### src/rtl/cirno9_biu_arb.sv
// Bus interface arbiter: shares one memory bus between fetch and load/store, with a hung-bus watchdog.
// Optional round-robin grant selected by defining CIRNO_BIU_RR_EN (default: load/store has fixed priority).
module cirno9_biu_arb #(
  parameter int unsigned TIMEOUT = 255
) (
  input  logic        clk,
  input  logic        rst,
  input  logic        hs_if4bi_val,
  output logic        hs_bi4if_rdy,
  input  logic [31:0] i_if_adr,
  output logic        hs_bi4if_rsp_val,
  output logic [31:0] o_if_rdat,
  input  logic        hs_ls4bi_val,
  output logic        hs_bi4ls_rdy,
  input  logic [31:0] i_ls_adr,
  input  logic [31:0] i_ls_wdat,
  input  logic [3:0]  i_ls_wen,
  input  logic        i_ls_ren,
  output logic        hs_bi4ls_rsp_val,
  output logic [31:0] o_ls_rdat,
  output logic        o_rsp_err,
  output logic        hs_bi4bus_val,
  input  logic        hs_bus4bi_rdy,
  output logic [31:0] o_bus_adr,
  output logic [31:0] o_bus_wdat,
  output logic [3:0]  o_bus_wen,
  output logic        o_bus_ren,
  input  logic        hs_bus4bi_rsp_val,
  input  logic [31:0] i_bus_rdat,
  input  logic        i_bus_err
);

  typedef enum logic [1:0] {
    S_IDLE = 2'd0,
    S_REQ  = 2'd1,
    S_RESP = 2'd2
  } state_t;

  localparam logic [7:0] LP_CNT_LAST = 8'(TIMEOUT - 1);

  state_t      r_state;
  state_t      w_state_nxt;
  logic        r_owner_ls;
  logic        r_last_ls;
  logic [7:0]  r_cnt;
  logic [31:0] r_adr;
  logic [31:0] r_wdat;
  logic [3:0]  r_wen;
  logic        r_ren;

  logic        w_ls_wins;
  logic        w_gnt_ls;
  logic        w_gnt_if;
  logic        w_accept;
  logic        w_cnt_last;
  logic        w_rsp_fire;
  logic        w_rsp_tmo;
  logic        w_bus_val;

`ifdef CIRNO_BIU_RR_EN
  // On a tie the requester that did not own the last completed transaction wins.
  assign w_ls_wins = hs_ls4bi_val & (~hs_if4bi_val | ~r_last_ls);
`else
  assign w_ls_wins = hs_ls4bi_val;
`endif

  assign w_gnt_ls   = w_ls_wins;
  assign w_gnt_if   = hs_if4bi_val & ~w_ls_wins;
  assign w_cnt_last = (r_cnt == LP_CNT_LAST);

  always_comb begin
    w_state_nxt  = r_state;
    w_accept     = 1'b0;
    w_rsp_fire   = 1'b0;
    w_rsp_tmo    = 1'b0;
    w_bus_val    = 1'b0;
    hs_bi4if_rdy = 1'b0;
    hs_bi4ls_rdy = 1'b0;
    case (r_state)
      S_IDLE: begin
        hs_bi4if_rdy = w_gnt_if;
        hs_bi4ls_rdy = w_gnt_ls;
        w_accept     = w_gnt_if | w_gnt_ls;
        if (w_accept) w_state_nxt = S_REQ;
      end
      S_REQ: begin
        // Bus responses are not expected yet, so only the watchdog can end REQ early.
        if (w_cnt_last) begin
          w_rsp_fire  = 1'b1;
          w_rsp_tmo   = 1'b1;
          w_state_nxt = S_IDLE;
        end else begin
          w_bus_val = 1'b1;
          if (hs_bus4bi_rdy) w_state_nxt = S_RESP;
        end
      end
      S_RESP: begin
        if (hs_bus4bi_rsp_val) begin
          w_rsp_fire  = 1'b1;
          w_state_nxt = S_IDLE;
        end else if (w_cnt_last) begin
          w_rsp_fire  = 1'b1;
          w_rsp_tmo   = 1'b1;
          w_state_nxt = S_IDLE;
        end
      end
      default: w_state_nxt = S_IDLE;
    endcase
  end

  always_ff @(posedge clk) begin
    if (rst) begin
      r_state    <= S_IDLE;
      r_owner_ls <= 1'b0;
      r_last_ls  <= 1'b0;
      r_cnt      <= 8'd0;
      r_adr      <= 32'd0;
      r_wdat     <= 32'd0;
      r_wen      <= 4'd0;
      r_ren      <= 1'b0;
    end else begin
      r_state <= w_state_nxt;
      if (w_accept) begin
        r_cnt      <= 8'd0;
        r_owner_ls <= w_gnt_ls;
        if (w_gnt_ls) begin
          r_adr  <= i_ls_adr;
          r_wdat <= i_ls_wdat;
          r_wen  <= i_ls_wen;
          r_ren  <= i_ls_ren;
        end else begin
          r_adr  <= i_if_adr;
          r_wdat <= 32'd0;
          r_wen  <= 4'd0;
          r_ren  <= 1'b1;
        end
      end else if (r_state != S_IDLE) begin
        r_cnt <= r_cnt + 8'd1;
      end
      if (w_rsp_fire) r_last_ls <= r_owner_ls;
    end
  end

  assign hs_bi4bus_val = w_bus_val;
  assign o_bus_adr     = (r_state != S_IDLE) ? r_adr  : 32'd0;
  assign o_bus_wdat    = (r_state != S_IDLE) ? r_wdat : 32'd0;
  assign o_bus_wen     = (r_state != S_IDLE) ? r_wen  : 4'd0;
  assign o_bus_ren     = (r_state != S_IDLE) ? r_ren  : 1'b0;

  // A timeout reports an error with zero data; a real response passes the bus through.
  assign hs_bi4if_rsp_val = w_rsp_fire & ~r_owner_ls;
  assign hs_bi4ls_rsp_val = w_rsp_fire &  r_owner_ls;
  assign o_rsp_err        = w_rsp_fire & (w_rsp_tmo | i_bus_err);
  assign o_if_rdat        = (hs_bi4if_rsp_val & ~w_rsp_tmo) ? i_bus_rdat : 32'd0;
  assign o_ls_rdat        = (hs_bi4ls_rsp_val & ~w_rsp_tmo) ? i_bus_rdat : 32'd0;

endmodule
### config.mk
export PLATFORM = sky130hd
export DESIGN_NAME = cirno9_biu_arb
export DESIGN_NICKNAME = d
export VERILOG_FILES = /design/src/rtl/cirno9_biu_arb.sv
export SDC_FILE = /design/constraint.sdc
export NUM_CORES = 1
export LEC_CHECK = 0
export ABC_CLOCK_PERIOD_IN_PS = 2100
export BUFFER_PORTS_ARGS = -buffer_cell sky130_fd_sc_hd__clkbuf_2
export CAP_MARGIN = 5
export CORE_AREA = 3 3 107 109
export CTS_CLUSTER_DIAMETER = 200
export DETAILED_ROUTE_END_ITERATION = 16
export DIE_AREA = 0 0 110 112
export PLACE_DENSITY = 0.74
export SYNTH_ARGS = -nofsm -noshare
export SYNTH_HDL_FRONTEND = slang
export SYNTH_SLANG_ARGS = --single-unit
### constraint.sdc
create_clock -name clk -period 2.1 [get_ports clk]
set_input_delay 0.105 -clock clk [delete_from_list [all_inputs] [get_ports clk]]
set_output_delay 0.105 -clock clk [all_outputs]
set_load 0.01 [all_outputs]
# After elaboration in Yosys (flattened, before gate mapping)

Cells that the tools add are included.

Add/subtract/negate cells: 1
Eq/ne operators: 6
Muxes and demuxes: 26
Bitwise gates (word level): 11
Reductions and logical operators: 4

Operators with widths:

| operator              | number |
|---|---|
| $mux W32              | 6 |
| $mux W1               | 10 |
| $mux W2               | 5 |
| $add A8 B1 Y8 const B | 1 |
| $eq A8 B8 Y1 const B  | 1 |
| $mux W4               | 2 |
| $and A1 B1 Y1         | 6 |
| $ne A3 B3 Y1 const B  | 2 |
| $pmux W2 S3           | 1 |
| $pmux W1 S2           | 2 |
| $not A1 Y1            | 3 |
| $reduce_and A3 Y1     | 1 |
| $eq A2 B1 Y1 const B  | 1 |
| $eq A2 B2 Y1 const B  | 1 |
| $logic_not A2 Y1      | 1 |
| $ne A2 B2 Y1 const B  | 1 |
| $or A1 B1 Y1          | 2 |
| $reduce_bool A2 Y1    | 1 |
| $reduce_or A2 Y1      | 1 |

Register bits after elaboration: 80
Bits of input ports: 140
Output and inout bits: 139

# Logic depth before layout (Yosys ltp)

Depth in word-level cells: 7
Depth in mapped cells: 8
Mapped depth without buffers: 6

# Least setup slack after synthesis

No wires, ideal clock.

Kind: reg-to-reg
Start: reg r_state[0]
End: reg r_adr[13]
Arrival time: 1.359 ns
Required time: 1.954 ns
Setup slack: 0.594 ns
Stages on the path, launching flop included: 8
Buffers on the path: 3
Clock period less this slack: 1.506 ns
Path through: dfxtp_1 > inv_1 > ha_1 > buf_2 > nor2b_4 > buf_6 > buf_2 > a211oi_2

Cells in the longest elaborated chain, start to end: 2

Ends and longest elaborated chain:

| what                     | RTL line | RTL |
|---|---|---|
| start: declaration       | 41       | `state_t r_state;` |
| start signal: assignment | 122      | `r_state <= w_state_nxt;` |
| $logic_not A2 Y1         | 79       | `case (r_state)` |
| $mux W1                  | 79       |  |
| end signal: assignment   | 127      | `r_adr <= i_ls_adr;` |
| end signal: assignment   | 132      | `r_adr <= i_if_adr;` |
| end: declaration         | 46       | `logic [31:0] r_adr;` |

No other way between the ends.
A chain may end at the register's enable or synchronous reset.

# Worst setup path in the final report

Start: reg r_state[1]
End: out o_if_rdat[17]

Cells in the longest elaborated chain, start to end: 5
Elaborated cells between the ends (all ways): 8
Those cells by class: eq/ne: 2; mux: 3; bitwise: 3

Ends and longest elaborated chain:

| what                                         | RTL line | RTL |
|---|---|---|
| $eq A2 B2 Y1 or $eq A2 B1 Y1 (tied branches) | 79       |  |
| $pmux W1 S2                                  | 79       |  |
| $and A1 B1 Y1 or $not A1 Y1 (tied branches)  | 151, 154 |  |
| $and A1 B1 Y1 (*)                            | 154      | `assign o_if_rdat = (hs_bi4if_rsp_val & ~w_rsp_tmo) ? i_bus_rdat : 32'd0;` |
| $mux W32 (*)                                 | 154      |  |
| end: declaration                             | 12       | `output logic [31:0] o_if_rdat,` |

Mark *: on every way between the ends. The rest lies on a longest branch, timed or not.

==> summary.md <==
| Metric | Value |
|---|---|
| Max Slew Vio Count | `0` |
| First-pass GRT wire length | `21,000 microns` |
| Post-synth top area share | `37.7%` |
| Largest cells by area after synthesis | `dfxtp_1, nor2b_1, and3_1` |
| Top-count cell post-synth | `dfxtp_1` |
| Post-layout nets | `about 900` |
| Peak Freq | `493 MHz` |
| GR Overflow Total | `0` |
| Post-route ant nets | `0` |
| Crit-path max cell delay | `~0.38 ns` |
| Routed Wire Length | `14,100 microns` |
| Full die area | `12,300 sq um` |
| Worst slew margin | `~45%` |
| Startpoint types | `flip-flop` |
| Die Y | `around 110 microns` |
| Post-Place Worst Slack | `0.209 ns` |
| Worst path required time | `2.00 ns` |
| GRT Util Overall | `21.6%` |
| Worst-Margin Slew | `between 0.8 and 0.9 ns` |
| Crit path capture type | `output port` |
| Number of synthesized register bits | `80` |
| Initial antenna violation count | `0` |
| Routability cong. | `about 0.8` |
| Data arrival, critical path | `1.92 ns` |
| WS Path Type | `flip-flop to output port` |
| Leak Pwr | `3.37 nW` |
| CP max stage cell | `dfxtp_4` |
| Design area | `6380 sq um` |
| Main synth FF type | `dfxtp_1` |
| Largest net degree at the start of global routing | `69` |
| Worst setup margin | `approximately 0.073 ns` |
| Final Hold Fails | `0` |
| Synthesis-to-finish area growth | `50.1%` |
| Synth Warn # | `0` |
| Drt wl/cell | `15.7 microns` |
| Post-synth EDFFs | `0` |
| Vias | `4,558` |
| Max IR drop VDD | `0.000481 V` |
| Fin crit share | `between 90% and 100%` |
| IO Port Bufs | `278` |
| Total CTS buffers | `9` |
| Hold Path Class | `input pin to flip-flop` |
| Layout cells sized above 1 | `45.3%` |
| Syn nets | `607` |
| Setup violations, final | `0` |
| Post-detailed-placement half-perimeter wirelength | `10,200 microns` |
| Clk Tree Root Cell | `clkbuf_8` |
| Vias/cell | `around 5` |
| CTS Buffer Depth | `2` |
| PwrDens | `744 nW/um^2` |
| Gate Count Post-Synth | `462` |
| Total of max-cap violations | `0` |
| DRT iter0 DRCs | `266` |
| Seq/Total Area, Yosys | `37.7%` |
| Clk slew on worst S/H paths | `about 0.07 ns` |
| Leading area contributor after synthesis | `dfxtp_1` |
| Total core area | `10,700 sq um` |
| Status | `complete, no violations` |
| Clk_skew | `0.0105 ns` |
| Clock Latency Late Sink | `0.34 ns` |
| Die W | `110 microns` |
| Critical path cell sequence | `inv_1 -> ha_4 -> nor3b_4 -> buf_4 -> and3_1 -> clkbuf_2` |
| Asr flop ratio synth | `0%` |
| Initial Utilization | `39.7%` |
| WHS | `0.0379 ns` |
| Number of global-route vias before repair | `4,382` |
| Post-synthesis cell area | `approximately 4300 sq um` |
| Synth Area per Inst | `between 9 and 10 sq um` |
| Final Critical Period | `around 2.0 ns` |
| Placed Instance Area | `5700 sq um` |
| H-tree depth | `3` |
| Synth cell types | `38` |
| Row count | `38` |
| TritonCTS clock tree | `done` |
| Post-route DRC | `0` |
| Crit Path Max Fanout | `16` |
| Sink Count | `80` |
| Commonest cells in the netlist | `dfxtp_1, nor2b_1, and3_1` |
| Io pins | `279` |
| Diodes inserted | `0` |
| First-pass DRT Iterations | `4` |
[area by class of cell]
class	instances	area (sq um)
Inverter	5	18.8
Fill cell	914	4320
Clock buffer	12	155
Timing Repair Buffer	327	1900
Multi-Input combinational cell	334	2450
Tap cell	140	175
Clock inverter	4	76.3
Sequential cell	80	1610
[cells in the final DEF, fill, tap and decap left out, types with 2 or more instances in the layout]
cell / n
nor2_4: 2
clkbuf_8: 11
buf_12: 3
o31ai_1: 2
ha_4: 2
ha_1: 3
a21oi_1: 3
inv_1: 4
mux2i_1: 33
and3_1: 64
a211oi_2: 20
nor3_1: 3
dlygate4sd3_1: 36
xnor2_1: 4
a211oi_1: 12
nor2_1: 47
buf_6: 3
nand2_1: 5
nor2b_1: 74
clkbuf_2: 278
dfxtp_1: 76
xor2_1: 3
a21boi_0: 2
nand4b_1: 2
nand3_1: 4
a22o_1: 36
nand2_2: 2
dfxtp_2: 3
buf_4: 7
bufinv_16: 2
[metal layers]
metal,global-route usage (%),up-vias,share of wire [%]
met5,0,-,0
met4,8.65,0,2.0
met3,3.94,22,7.4
met2,40.6,213,54
met1,23.0,2109,36
li1,-,2214,-
[sequential cells by signal, summed over array words and instances (netlist names)]
| signal | cells |
|---|---|
| r_adr | 32 |
| r_state | 2 |
| r_owner_ls | 1 |
| r_ren | 1 |
| r_wdat | 32 |
| r_wen | 4 |
| r_cnt | 8 |
[critical path, delay by kind of cell, from the launching register on]
kind                     cells  cell delay [ns]
AND/OR/NAND/NOR              2             0.45
adder cells (fa/ha/maj)      1             0.29
flip-flops                   1             0.38
buffers and inverters        3             0.48
[power breakdown]
part	switching [mW]	internal [mW]
combinational	0.882	0.711
clock	0.546	0.738
sequential	0.122	1.75
total	1.55	3.20
[final timing paths]
check | slack (ns) | cells past startpoint | start | to
setup / recovery | 0.07 | 6 | r_state[1] | o_if_rdat[17]
hold / removal | 0.04 | 3 | i_ls_ren | r_ren
setup reg to reg | 0.28 | 5 | r_state[1] | r_wdat[29]
hold reg to reg | 0.47 | 1 | r_wdat[14] | r_wdat[14]
[logic make-up after synthesis]
| kind of cell | synth area share, % |
|---|---|
| compound gates | 17.2 |
| xor+xnor | 1.44 |
| fa+ha+maj | 1.47 |
| buf+inv | 5.50 |
| flops | 37.7 |
| mux | 7.77 |
| simple gates | 29.0 |
[what timing repair did]
item,CTS,global route
gates resized for setup,0,18
hold endpoints to repair,36,0
endpoints found under the setup margin,0,65
setup buffers,0,3
hold buffers,36,0
[stage by stage]
stage,total power [mW],util (%),setup TNS [ns],instances
final,4.75,59.7,0,902
after global routing,5.03,59.7,-0.0928,902
after CTS,4.75,58.8,0,897
after detailed placement,3.41,53.3,0,845
after global placement,3.34,53.3,0,845
after floorplan,2.90,-,0,462
(Power assumes the default switching activity.)
